==> src/rtl/tic_pkg.sv <==
// Shared constants and types for the tic-tac-toe CPU opponent.
// Cell encodings, FSM states, the winning-line table and fallback move order.
package tic_pkg;

   localparam logic [1:0] CELL_EMPTY  = 2'b00;
   localparam logic [1:0] CELL_PLAYER = 2'b01;
   localparam logic [1:0] CELL_CPU    = 2'b10;

   localparam logic [3:0] TIC_CENTRE     = 4'd4;
   localparam logic [3:0] TIC_NO_MOVE    = 4'hF;
   localparam logic [3:0] TIC_FULL_TURNS = 4'd5;

   typedef enum logic [2:0] {
      ST_IDLE  = 3'd0,
      ST_SCAN  = 3'd1,
      ST_PICK  = 3'd2,
      ST_ISSUE = 3'd3,
      ST_HOLD  = 3'd4
   } tic_state_e;

   typedef logic [8:0][1:0] tic_board_t;

   // Rows, then columns, then the two diagonals.
   localparam logic [3:0] TIC_LINES [8][3] = '{
      '{4'd0, 4'd1, 4'd2},
      '{4'd3, 4'd4, 4'd5},
      '{4'd6, 4'd7, 4'd8},
      '{4'd0, 4'd3, 4'd6},
      '{4'd1, 4'd4, 4'd7},
      '{4'd2, 4'd5, 4'd8},
      '{4'd0, 4'd4, 4'd8},
      '{4'd2, 4'd4, 4'd6}
   };

   // Element [0] is tried first.
   localparam logic [3:0][3:0] TIC_CORNERS = {4'd8, 4'd6, 4'd2, 4'd0};
   localparam logic [3:0][3:0] TIC_EDGES   = {4'd7, 4'd5, 4'd3, 4'd1};

   // Returns {found, index} of the first empty cell in the given order.
   function automatic logic [4:0] first_free(input tic_board_t b, input logic [3:0][3:0] order);
      logic [4:0] res;
      res = {1'b0, 4'd0};
      for (int i = 3; i >= 0; i--) begin
         if (b[order[i]] == CELL_EMPTY) begin
            res = {1'b1, order[i]};
         end
      end
      return res;
   endfunction

endpackage

==> src/rtl/tic_line_eval.sv <==
// Combinational judgement of one three-cell line: CPU win, player threat, empty slot.
// The block output exists only when TIC_CPU_BLOCK_EN is defined.
module tic_line_eval
   import tic_pkg::*;
(
   input  logic [1:0] cell_a,
   input  logic [1:0] cell_b,
   input  logic [1:0] cell_c,
   output logic       win,
`ifdef TIC_CPU_BLOCK_EN
   output logic       block,
`endif
   output logic [1:0] empty_idx
);

   function automatic logic [1:0] count_eq(input logic [1:0] a, input logic [1:0] b,
                                           input logic [1:0] c, input logic [1:0] val);
      return {1'b0, a == val} + {1'b0, b == val} + {1'b0, c == val};
   endfunction

   logic [1:0] n_cpu_s;
   logic [1:0] n_empty_s;

   assign n_cpu_s   = count_eq(cell_a, cell_b, cell_c, CELL_CPU);
   assign n_empty_s = count_eq(cell_a, cell_b, cell_c, CELL_EMPTY);
   assign win       = (n_cpu_s == 2'd2) && (n_empty_s == 2'd1);

`ifdef TIC_CPU_BLOCK_EN
   logic [1:0] n_player_s;
   assign n_player_s = count_eq(cell_a, cell_b, cell_c, CELL_PLAYER);
   assign block      = (n_player_s == 2'd2) && (n_empty_s == 2'd1);
`endif

   // Position of the first empty cell within the line.
   always_comb begin
      empty_idx = 2'd0;
      if (cell_a == CELL_EMPTY) begin
         empty_idx = 2'd0;
      end else if (cell_b == CELL_EMPTY) begin
         empty_idx = 2'd1;
      end else if (cell_c == CELL_EMPTY) begin
         empty_idx = 2'd2;
      end else begin
         empty_idx = 2'd0;
      end
   end

endmodule

==> src/rtl/tic_cpu_mover.sv <==
// CPU opponent: snapshots the board on the player's turn, scans lines, issues one move.
// Define TIC_CPU_BLOCK_EN to also block two-in-a-row player threats.
module tic_cpu_mover
   import tic_pkg::*;
(
   input  logic       clk,
   input  logic       rst,
   input  logic       clr,
   input  logic [1:0] board1,
   input  logic [1:0] board2,
   input  logic [1:0] board3,
   input  logic [1:0] board4,
   input  logic [1:0] board5,
   input  logic [1:0] board6,
   input  logic [1:0] board7,
   input  logic [1:0] board8,
   input  logic [1:0] board9,
   input  logic       player_done,
   input  logic       cpu_done,
   input  logic [3:0] turns,
   output logic [8:0] select_cpu,
   output logic       enable_cpu,
   output logic       busy,
   output logic [3:0] cpu_move,
   output logic       no_move
);

   tic_state_e state_r, state_nx_s;
   tic_board_t snap_r, live_s;
   logic [2:0] line_r;
   logic       win_found_r;
   logic [3:0] win_idx_r;
`ifdef TIC_CPU_BLOCK_EN
   logic       block_found_r;
   logic [3:0] block_idx_r;
   logic       block_s;
`endif
   logic [8:0] select_r;
   logic       enable_r, busy_r, no_move_r;
   logic [3:0] cpu_move_r;

   logic       reset_s, trig_s, full_s;
   logic       win_s;
   logic [1:0] empty_idx_s;
   logic [3:0] line_cell_s;
   logic [4:0] corner_s, edge_s;
   logic       pick_found_s;
   logic [3:0] pick_idx_s;
   logic       snap_load_s, issue_set_s, issue_done_s, no_move_s;

   assign reset_s = rst | clr;
   assign trig_s  = player_done & ~cpu_done;
   assign full_s  = turns >= TIC_FULL_TURNS;
   assign live_s  = {board9, board8, board7, board6, board5, board4, board3, board2, board1};

   tic_line_eval u_line_eval (
      .cell_a    (snap_r[TIC_LINES[line_r][0]]),
      .cell_b    (snap_r[TIC_LINES[line_r][1]]),
      .cell_c    (snap_r[TIC_LINES[line_r][2]]),
      .win       (win_s),
`ifdef TIC_CPU_BLOCK_EN
      .block     (block_s),
`endif
      .empty_idx (empty_idx_s)
   );

   assign line_cell_s = TIC_LINES[line_r][empty_idx_s];

   // Move priority over the finished scan: win, block, centre, corners, edges.
   always_comb begin
      pick_found_s = 1'b0;
      pick_idx_s   = 4'd0;
      corner_s     = first_free(snap_r, TIC_CORNERS);
      edge_s       = first_free(snap_r, TIC_EDGES);
      if (win_found_r) begin
         pick_found_s = 1'b1;
         pick_idx_s   = win_idx_r;
`ifdef TIC_CPU_BLOCK_EN
      end else if (block_found_r) begin
         pick_found_s = 1'b1;
         pick_idx_s   = block_idx_r;
`endif
      end else if (snap_r[TIC_CENTRE] == CELL_EMPTY) begin
         pick_found_s = 1'b1;
         pick_idx_s   = TIC_CENTRE;
      end else if (corner_s[4]) begin
         pick_found_s = 1'b1;
         pick_idx_s   = corner_s[3:0];
      end else if (edge_s[4]) begin
         pick_found_s = 1'b1;
         pick_idx_s   = edge_s[3:0];
      end else begin
         pick_found_s = 1'b0;
         pick_idx_s   = 4'd0;
      end
   end

   // Next-state and datapath strobes.
   always_comb begin
      state_nx_s   = state_r;
      snap_load_s  = 1'b0;
      issue_set_s  = 1'b0;
      issue_done_s = 1'b0;
      no_move_s    = 1'b0;
      case (state_r)
         ST_IDLE: begin
            if (trig_s && full_s) begin
               no_move_s  = 1'b1;
               state_nx_s = ST_HOLD;
            end else if (trig_s) begin
               snap_load_s = 1'b1;
               state_nx_s  = ST_SCAN;
            end else begin
               state_nx_s = ST_IDLE;
            end
         end
         ST_SCAN: begin
            if (line_r == 3'd7) begin
               state_nx_s = ST_PICK;
            end else begin
               state_nx_s = ST_SCAN;
            end
         end
         ST_PICK: begin
            if (pick_found_s) begin
               issue_set_s = 1'b1;
               state_nx_s  = ST_ISSUE;
            end else begin
               no_move_s  = 1'b1;
               state_nx_s = ST_HOLD;
            end
         end
         ST_ISSUE: begin
            if (cpu_done) begin
               issue_done_s = 1'b1;
               state_nx_s   = ST_IDLE;
            end else begin
               state_nx_s = ST_ISSUE;
            end
         end
         // Wait out the stale handshake so the same trigger is not taken twice.
         ST_HOLD: begin
            if (!trig_s) begin
               state_nx_s = ST_IDLE;
            end else begin
               state_nx_s = ST_HOLD;
            end
         end
         default: begin
            state_nx_s = ST_IDLE;
         end
      endcase
   end

   // State register.
   always_ff @(posedge clk) begin
      if (reset_s) begin
         state_r <= ST_IDLE;
      end else begin
         state_r <= state_nx_s;
      end
   end

   // Snapshot, scan candidates and registered outputs.
   always_ff @(posedge clk) begin
      if (reset_s) begin
         snap_r        <= 18'd0;
         line_r        <= 3'd0;
         win_found_r   <= 1'b0;
         win_idx_r     <= 4'd0;
`ifdef TIC_CPU_BLOCK_EN
         block_found_r <= 1'b0;
         block_idx_r   <= 4'd0;
`endif
         select_r      <= 9'd0;
         enable_r      <= 1'b0;
         busy_r        <= 1'b0;
         no_move_r     <= 1'b0;
         cpu_move_r    <= TIC_NO_MOVE;
      end else begin
         no_move_r <= no_move_s;
         busy_r    <= (state_nx_s != ST_IDLE);
         if (snap_load_s) begin
            snap_r        <= live_s;
            line_r        <= 3'd0;
            win_found_r   <= 1'b0;
            win_idx_r     <= 4'd0;
`ifdef TIC_CPU_BLOCK_EN
            block_found_r <= 1'b0;
            block_idx_r   <= 4'd0;
`endif
         end else if (state_r == ST_SCAN) begin
            line_r <= line_r + 3'd1;
            if (win_s && !win_found_r) begin
               win_found_r <= 1'b1;
               win_idx_r   <= line_cell_s;
            end
`ifdef TIC_CPU_BLOCK_EN
            if (block_s && !block_found_r) begin
               block_found_r <= 1'b1;
               block_idx_r   <= line_cell_s;
            end
`endif
         end
         if (issue_set_s) begin
            select_r   <= 9'd1 << pick_idx_s;
            enable_r   <= 1'b1;
            cpu_move_r <= pick_idx_s;
         end else if (issue_done_s) begin
            select_r <= 9'd0;
            enable_r <= 1'b0;
         end
      end
   end

   assign select_cpu = select_r;
   assign enable_cpu = enable_r;
   assign busy       = busy_r;
   assign no_move    = no_move_r;
   assign cpu_move   = cpu_move_r;

endmodule

==> config.mk <==
export PLATFORM = sky130hd
export DESIGN_NAME = tic_cpu_mover
export DESIGN_NICKNAME = d
export VERILOG_FILES = /design/src/rtl/tic_pkg.sv /design/src/rtl/tic_line_eval.sv /design/src/rtl/tic_cpu_mover.sv
export SDC_FILE = /design/constraint.sdc
export NUM_CORES = 1
export LEC_CHECK = 0
export ABC_AREA = 1
export CAP_MARGIN = 20
export CORE_MARGIN = 2
export CORE_UTILIZATION = 50
export DETAILED_ROUTE_END_ITERATION = 8
export PLACE_DENSITY = 0.81
export SETUP_SLACK_MARGIN = 0.3
export SLEW_MARGIN = 20
export SYNTH_ARGS = -nofsm -noshare
export SYNTH_HDL_FRONTEND = slang
export SYNTH_SLANG_ARGS = --single-unit
==> constraint.sdc <==
create_clock -name clk -period 3.61 [get_ports clk]
set_clock_uncertainty 0.1 [all_clocks]
set_input_delay 0.722 -clock clk [delete_from_list [all_inputs] [get_ports clk]]
set_output_delay 0.722 -clock clk [all_outputs]
set_load 0.01 [all_outputs]
# Yosys cells after proc, flatten, opt, wreduce, memory -nomap -nowiden

Memory sizes are Yosys's and may differ from the RTL's.
Cells that the tools add are included.

Flip-flop bits (word level): 45
Bits in read-only memories: 96
Bits of input ports: 27
Word-level logic and storage cells: 118
Memories kept: 1

$add $sub $neg: 5
Magnitude comparators: 6
Equal/unequal tests: 10
Shift-type cells: 1
Muxes and demuxes: 51
Bitwise gates (word level): 5
Reduce and logical (&&, ||, !) cells: 21

Memory list:

| memory           | words | bits a word | rd ports | clocked after Yosys merged registers in | write ports | RTL line            | text |
|---|---|---|---|---|---|---|---|
| (name not given) | 8     | 12          | 1        | 0                                       | 0           | tic_cpu_mover.sv:67 | `assign line_cell_s = TIC_LINES[line_r][empty_idx_s];` |

Operators by type and width:

| cell                  | count |
|---|---|
| $mux W5               | 8 |
| $bmux W2 S4           | 3 |
| $logic_not A2 Y1      | 12 |
| $mux W12              | 2 |
| $mux W4               | 6 |
| $mux W9               | 2 |
| $mux W1               | 16 |
| $mux W2               | 8 |
| $lt A4 B5 Y1 const B  | 3 |
| $pmux W3 S5           | 1 |
| $mux W3               | 3 |
| $shl A1 B4 Y9 const A | 1 |
| $bmux W4 S2           | 1 |
| $eq A2 B2 Y1 const B  | 4 |
| $eq A3 B2 Y1 const B  | 2 |
| $eq A3 B3 Y1 const B  | 2 |
| $add A1 B1 Y2         | 2 |
| $add A2 B1 Y2         | 2 |
| $ge A4 B3 Y1 const B  | 1 |
| $ge A4 B4 Y1 const B  | 1 |
| $not A3 Y4            | 1 |
| $add A3 B1 Y3 const B | 1 |
| $eq A3 B1 Y1 const B  | 1 |
| $ge A3 B3 Y1 const B  | 1 |
| 13 further kinds      | 15 |

# Depth between registers and ports, before layout

Gate-level depths: netlist of run 1.

Depth in word-level cells: 14
Depth in mapped cells: 20
Depth with buffers taken out: 20

# Cells and area by module

Synthesis of run 1 repeated with hierarchy kept, for this count alone.

Cells, all modules: 414
Area total of the unflattened synthesis: 2,808.9 um^2

By module, submodules not included:

| module        | instances | cells each | area an instance (um^2) | sequential area each (um^2) |
|---|---|---|---|---|
| tic_cpu_mover | 1         | 396        | 2,698.8                 | 900.9 |
| tic_line_eval | 1         | 18         | 110.1                   | 0.0 |

# Worst setup path after synthesis of run 1

Ideal clock, no wire load.

Path kind: reg-to-reg
Start: register line_r[0]
End: register win_idx_r[1]
Data arrival time: 3.168 ns
Required time: 3.446 ns
Slack: 0.278 ns
Stages on the path, launching flop included: 17
Buffers on the path: 1
Period minus slack after synthesis: 3.332 ns
Path through: dfxtp_1 -> inv_1 -> ha_1 -> buf_2 -> inv_1 -> a21oi_1 -> nand3_1 -> nand2_1 -> nand2_1 -> nor2_1 -> fa_1 -> or4_1 -> nor2_1 -> nand2_1 -> nor2_1 -> nor2_1 -> nor2_1

Word-level cells in the longest chain between the ends: 14
Elaborated cells between the ends (all ways): 32

Ends and longest elaborated chain:

| element                                                                | RTL line             | text |
|---|---|---|
| from (decl)                                                            | tic_cpu_mover.sv:30  | `logic [2:0] line_r;` |
| from (signal assigned)                                                 | tic_cpu_mover.sv:193 | `line_r <= line_r + 3'd1;` |
| $not A3 Y4 (implied by the code) *                                     | n/a                  |  |
| $mem_v2 Z8 W12 *                                                       | n/a                  |  |
| $mux W12 (implied by the code) * (2 in series)                         | tic_cpu_mover.sv:67  |  |
| parallel branches: the longest is 10 deep, another holds $add A1 B1 Y2 | n/a                  |  |
| to (signal assigned)                                                   | tic_cpu_mover.sv:196 | `win_idx_r <= line_cell_s;` |
| to (decl)                                                              | tic_cpu_mover.sv:32  | `logic [3:0] win_idx_r;` |

Mark *: on every way between the ends. The select of a mux whose other input is x is not followed.
A chain may end at the register's enable or synchronous reset.

# Worst setup path after layout of run 1

Start: register line_r[0]
End: register win_idx_r[3]

The elaborated chain is that of the path after synthesis.

==> results of run 1 <==
==> kinds of logic after synthesis <==
kind of cell,count (synthesis),synth area share (%)
and+or+nand+nor,244,41.37
adders and majority gates,9,4.513
buffers and inverters,63,8.938
DFF,45,31.86
AOI/OAI and AO/OA,71,13.32
==> worst max-delay path: cells and delay by family (launching register included) <==
kind                       cells  cell delay (ns)
and+or+nand+nor                9             1.39
AOI/OAI and AO/OA              1             0.06
adders and majority gates      2             0.66
buffers and inverters          4             0.37
DFF                            1             0.43
==> area by class of cell <==
class / instances / area (sq um)
Timing Repair Buffer: 54 / 518.0
Multi-Input combinational cell: 324 / 1807
Clock inverter: 2 / 38.79
Clock buffer: 6 / 72.57
Tap cell: 72 / 90.09
Sequential cell: 45 / 907.1
Fill cell: 504 / 1834
Inverter: 54 / 205.2
==> final timing paths <==
path / startpoint / to
max: line_r[0] / win_idx_r[3]
min: select_cpu[5] / select_cpu[5]
max reg2reg: line_r[0] / win_idx_r[3]
min reg2reg: select_cpu[5] / select_cpu[5]
==> repair_timing <==
| item | CTS | global route |
|---|---|---|
| gates resized for setup | 5 | 36 |
| setup buffers | 0 | 6 |
| pin swaps | 0 | 9 |
| setup endpoints to repair | 5 | 5 |
==> through the flow <==
| stage | hold slack (ns) | std cells | setup slack, ns | area [sq um] | total power (uW) |
|---|---|---|---|---|---|
| after floorplan | 0.3410 | 432 | 0.3440 | 2830 | 560.8 |
| after global placement | 0.3524 | 543 | 0.2129 | 3336 | 601.6 |
| after detailed placement | 0.3559 | 543 | 0.08863 | 3336 | 603.0 |
| after CTS | 0.3692 | 551 | 0.3124 | 3468 | 994.3 |
| after global routing | 0.3818 | 557 | 0.2651 | 3638 | 1028 |
| final | 0.3693 | 557 | 0.4645 | 3638 | 991.7 |
==> registers in the layout (all words and copies together) (netlist names) <==
signal / flops
busy: 1
cpu_move: 4
enable_cpu: 1
line_r: 3
no_move: 1
select_cpu: 9
snap_r: 18
state_r: 3
win_found_r: 1
win_idx_r: 4
==> power by group through the flow <==
stage | Clock, uW | Combinational, uW | Sequential, uW
final | 397 | 90.5 | 504
after global routing | 421 | 102 | 505
after CTS | 402 | 87.3 | 505
after detailed placement | 0 | 86.6 | 516
after global placement | 0 | 85.2 | 516
after floorplan | 0 | 45.3 | 516
==> Yosys cell counts <==
| cell type | instances |
|---|---|
| nand2_4 | 4 |
| nor3_1 | 5 |
| nand3_2 | 2 |
| inv_1 | 46 |
| nor2_4 | 2 |
| nor2_1 | 47 |
| ha_1 | 7 |
| o211ai_1 | 1 |
| nand2_8 | 2 |
| nor2_2 | 4 |
| buf_2 | 1 |
| o21ai_0 | 28 |
| a31oi_1 | 3 |
| buf_6 | 2 |
| nand2_1 | 91 |
| o21ai_1 | 1 |
| fa_1 | 2 |
| clkinv_1 | 1 |
| nand4_1 | 3 |
| nand3b_1 | 2 |
| a21oi_1 | 36 |
| clkbuf_1 | 6 |
| nand3_1 | 70 |
| a21oi_4 | 1 |
| a21oi_2 | 1 |
| nor2_8 | 1 |
| nand2_2 | 7 |
| dfxtp_1 | 45 |
| or4_1 | 1 |
| inv_2 | 7 |
| or2_2 | 3 |
==> routing by layer <==
metal / vias up / global-route usage (%)
met4: 0 / 5.862
met1: 1330 / 33.05
met5: - / 0
li1: 1515 / -
met2: 114 / 44.58
met3: 12 / 3.977
==> reports/qor.yml, run 1 <==
die_area_sq_um: 6273
start_util_pct: 51.67
drtPass1Iterations: 5
r2r_setup_slack_ns: 0.46
path_max_fanout: 7
grt_max_degree: 31
path_clk_slew_ns: 0.10
top_layer: "met4"
final_nets: 520
yosysTopAreaCell: "dfxtp_1"
routed-wl-met3_um: 476
via_per_inst: 5.334
setup_violations: 0
routedWlPerCell_um: 13.90
slew_headroom_pct: 53.61
vias: 2971
ys_seq_area_share_pct: 31.86
drt_iter0_drc: 203
synth_seq_cells: 45
drv_cap: 0
p_clk_share_pct: 40.0
finalCriticalPeriod_ns: 3.146
die_w_um: 79.20
critical_path_class: "flop to flop"
clkLatencyLatePin_ns: 0.31
final_util_pct: 66.48
yosysUniqueCellTypes: 31
drc: 0
final_common_cell: "nand2_1"
required_ns: 3.70
yosysWarnings: 0
vdd_drop_max_uv: 226.6
cts_tree: "yes"
hold_viol_final: 0
io_buffers: 42
rsz0062_at_grt: "false"
slew_viol_final: 0
leakagePower_uw: 0.001417
finalWeightedCongestion: 0.9701
wl_met2_um: 3691
grt_pass1_wl_um: 12700
end_kind: "flop"
rr_worst_depth: 16
syn_avg_cell_area_sq_um: 6.546
syn2layout_area_growth_pct: 28.67
antenna_found_initial: 0
syn_inst: 432
place_hpwl_um: 5901
coreArea_sq_um: 5473
grt_pass1_vias: 2734
worst_slew_pin_slew_ns: 0.6951
numCtsBuffers: 5
cpPeakStageDelay_ns: 0.53
syn_nets: 468
power_switching_uw: 238.4
critPathLaunchType: "flop"
tns_ns: 0
timing.final.crit_share_pct: 87.13
wl_met1_um: 3462
critical-path-slowest-cell: "or4_4"
htreeDepth: 2
seqPwrFrac_pct: 50.9
grt_usage_pct: 25.52
n_antenna_cell: 0
final_cell_mix: "83 x nand2_1, 64 x nand3_1, 44 x nor2_1"
fmax_mhz: 317.9
num_rows: 27
hold_buffers: 0
clock-sinks: 45
clockBufferDepth: 2
drive_above_1_share_pct: 17.11
io_pins: 43
crit_arrival_ns: 3.24
pwr-share-comb_pct: 9.1
p_int_uw: 753.4
hold_path.class: "flop to flop"
outcome: "completed"
crit_chain: "inv_2 > ha_4 > buf_6 > nor2_8 > inv_2 > nand2_4 > nand3_1 > nand3_1 > nand2_1 > nor2_2 > fa_1 > or4_4 > nor2_4 > inv_1 > nand2_1 > a21oi_1"
hold_depth: 2
clockRootBuffer: "clkbuf_8"
grt.overflow.total: 0
syn-cell-area_sq_um: 2828
yosys-top-cells-area: "dfxtp_1 32%, nand3_1 12%, nand2_1 12%"
die_h_um: 79.20
p_sw_share_pct: 24.04
wirelength_um: 7740
synth_top_area_share_pct: 31.86
powerDensity_nw_per_um2: 272.6
ant_nets: 0
(Power assumes the default switching activity.)
==> run 2, diff against run 1 <==
SYNTH_HIERARCHICAL = 1   (was not set)
==> reports/qor.yml, run 2 <==
drtPass1Iterations: 5
finalCriticalPeriod_ns: 3.181
hold_path.class: "flop to flop"
synth_most_common_cell: "nand2_1"
clock-sinks: 45
antenna_found_initial: 0
final.fill_count: 496
routedWlPerCell_um: 13.02
finalWorstSetupSlack_ns: 0.4292
seqPwrFrac_pct: 48.1
required_ns: 3.75
p_clk_share_pct: 43.1
die_w_um: 78.95
clockRootBuffer: "clkbuf_8"
crit_arrival_ns: 3.32
hold_viol_final: 0
drv_cap: 0
critPathLaunchType: "flop"
p_total_uw: 1052
via_per_inst: 5.294
numCtsBuffers: 5
synth_top_area_share_pct: 32.07
syn_avg_cell_area_sq_um: 6.785
syn_nets: 448
syn2layout_area_growth_pct: 26.28
drt_iter0_drc: 182
htreeDepth: 2
powerDensity_nw_per_um2: 296.7
yosysTopAreaCell: "dfxtp_1"
vias: 2848
vdd_drop_max_uv: 241.8
stdcell_area_sq_um: 3547
tns_ns: 0
yosys-top-cells-area: "dfxtp_1 32%, nand2_1 9.9%, nor2_1 8.3%"
grt_usage_pct: 22.48
place_ws_ns: 0.1526
slew_headroom_pct: 59.38
largest_register_ffs: 18
grt_max_degree: 33
ant_nets: 0
drc: 0
rsz0062_at_grt: "false"
path_clk_slew_ns: 0.09
final_common_cell: "nand2_1"
power_switching_uw: 228.5
drive_above_1_share_pct: 19.96
final_cell_mix: "74 x nand2_1, 61 x nor2_1, 45 x inv_1"
placed_area_sq_um: 3268
grt_pass1_vias: 2550
n_antenna_cell: 0
final_nets: 499
synth_seq_cells: 45
yosysWarnings: 6
path_max_fanout: 8
fmax_mhz: 314.4
hold_buffers: 0
p_int_uw: 823.9
io_pins: 43
die_area_sq_um: 6233
yosysUniqueCellTypes: 36
top_register: "snap_r"
wirelength_um: 7004
final_util_pct: 64.81
num_rows: 27
grt_pass1_wl_um: 11320
synth_flop_cell: "dfxtp_1"
ys_async_sr_fraction_pct: 0
end_kind: "flop"
outcome: "completed"
setup_violations: 0
io_buffers: 42
cts_tree: "yes"
die_h_um: 78.95
finalWeightedCongestion: 0.9336
pwr-share-comb_pct: 8.8
critical_path_class: "flop to flop"
worst_slew_pin_slew_ns: 0.6087
place_hpwl_um: 5073
grt.overflow.total: 0
clkLatencyLatePin_ns: 0.30
syn-cell-area_sq_um: 2809
p_sw_share_pct: 21.71
start_util_pct: 51.33
ys_top_cells_by_count: "74 x nand2_1, 62 x nor2_1, 48 x inv_1"
timing.final.crit_share_pct: 88.11
ys_seq_area_share_pct: 32.07
syn_inst: 414
synth-edff-count: 0
leakagePower_uw: 0.001370
slew_viol_final: 0
coreArea_sq_um: 5473
clockBufferDepth: 2
## run 2: worst max-delay path: stages (launching register included)
cell and delay [ns]:
dfxtp_1 0.53, buf_4 0.24, nor2_1 0.12, inv_1 0.15
o21ai_0 0.11, o21ai_1 0.16, nor2_1 0.07, a31oi_1 0.28
nand2_1 0.14, fa_1 0.49, nand2_1 0.07, nor3_2 0.16
nand3_2 0.16, inv_2 0.12, nand4_1 0.08, a21oi_1 0.13
## run 2: final cells by class
cell class                      count  area [sq um]  share of cell area (%)
Multi-Input combinational cell    300          1679                   47.34
Clock buffer                        5         68.82                   1.940
Sequential cell                    45         903.4                   25.47
Tap cell                           72         90.09                   2.540
Timing Repair Buffer               54         510.5                   14.39
Inverter                           59         226.5                   6.384
Clock inverter                      3         68.82                   1.940
## run 2: kinds of logic after synthesis
family	share of synthesized area [%]
fa+ha+maj	3.653
compound gates	20.54
buf+inv	10.69
flops	32.07
xor+xnor	0.5792
simple gates	32.47
## run 2: final timing paths
| kind | slack, ns | depth (start not counted) | from | to |
|---|---|---|---|---|
| worst max-delay path | 0.43 | 15 | line_r[2] | win_idx_r[3] |
| worst min-delay path | 0.37 | 2 | enable_cpu | enable_cpu |
| worst max register to register | 0.43 | 15 | line_r[2] | win_idx_r[3] |
| worst min register to register | 0.37 | 2 | enable_cpu | enable_cpu |
## run 2: metrics by stage
| stage | cells | hold WS, ns |
|---|---|---|
| after floorplan | 414 | 0.3451 |
| after global placement | 520 | 0.3607 |
| after detailed placement | 520 | 0.3633 |
| after CTS | 528 | 0.3754 |
| after global routing | 538 | 0.3942 |
| final | 538 | 0.3718 |
## run 2: what timing repair did
action / 4_1_cts / 5_1_grt
setup endpoints to repair: 4 / 5
setup buffers: 0 / 9
pin swaps: 0 / 2
gates resized for setup: 8 / 12
gates cloned: 0 / 1
## run 2: power groups by stage
stage,registers (uW),clock network [uW],logic [uW]
final,506,454,92.8
after global routing,507,480,103
after CTS,506,459,89.7
after detailed placement,517,0,88.6
after global placement,517,0,86.6
after floorplan,516,0,48.3
## run 2: routing by layer
layer	routed length (um)	global-route usage, %	vias to the layer above
met3	347	3.636	15
li1	-	-	1428
met5	0	0	-
met4	146	6.552	0
met1	3120	30.19	1307
met2	3390	37.44	98
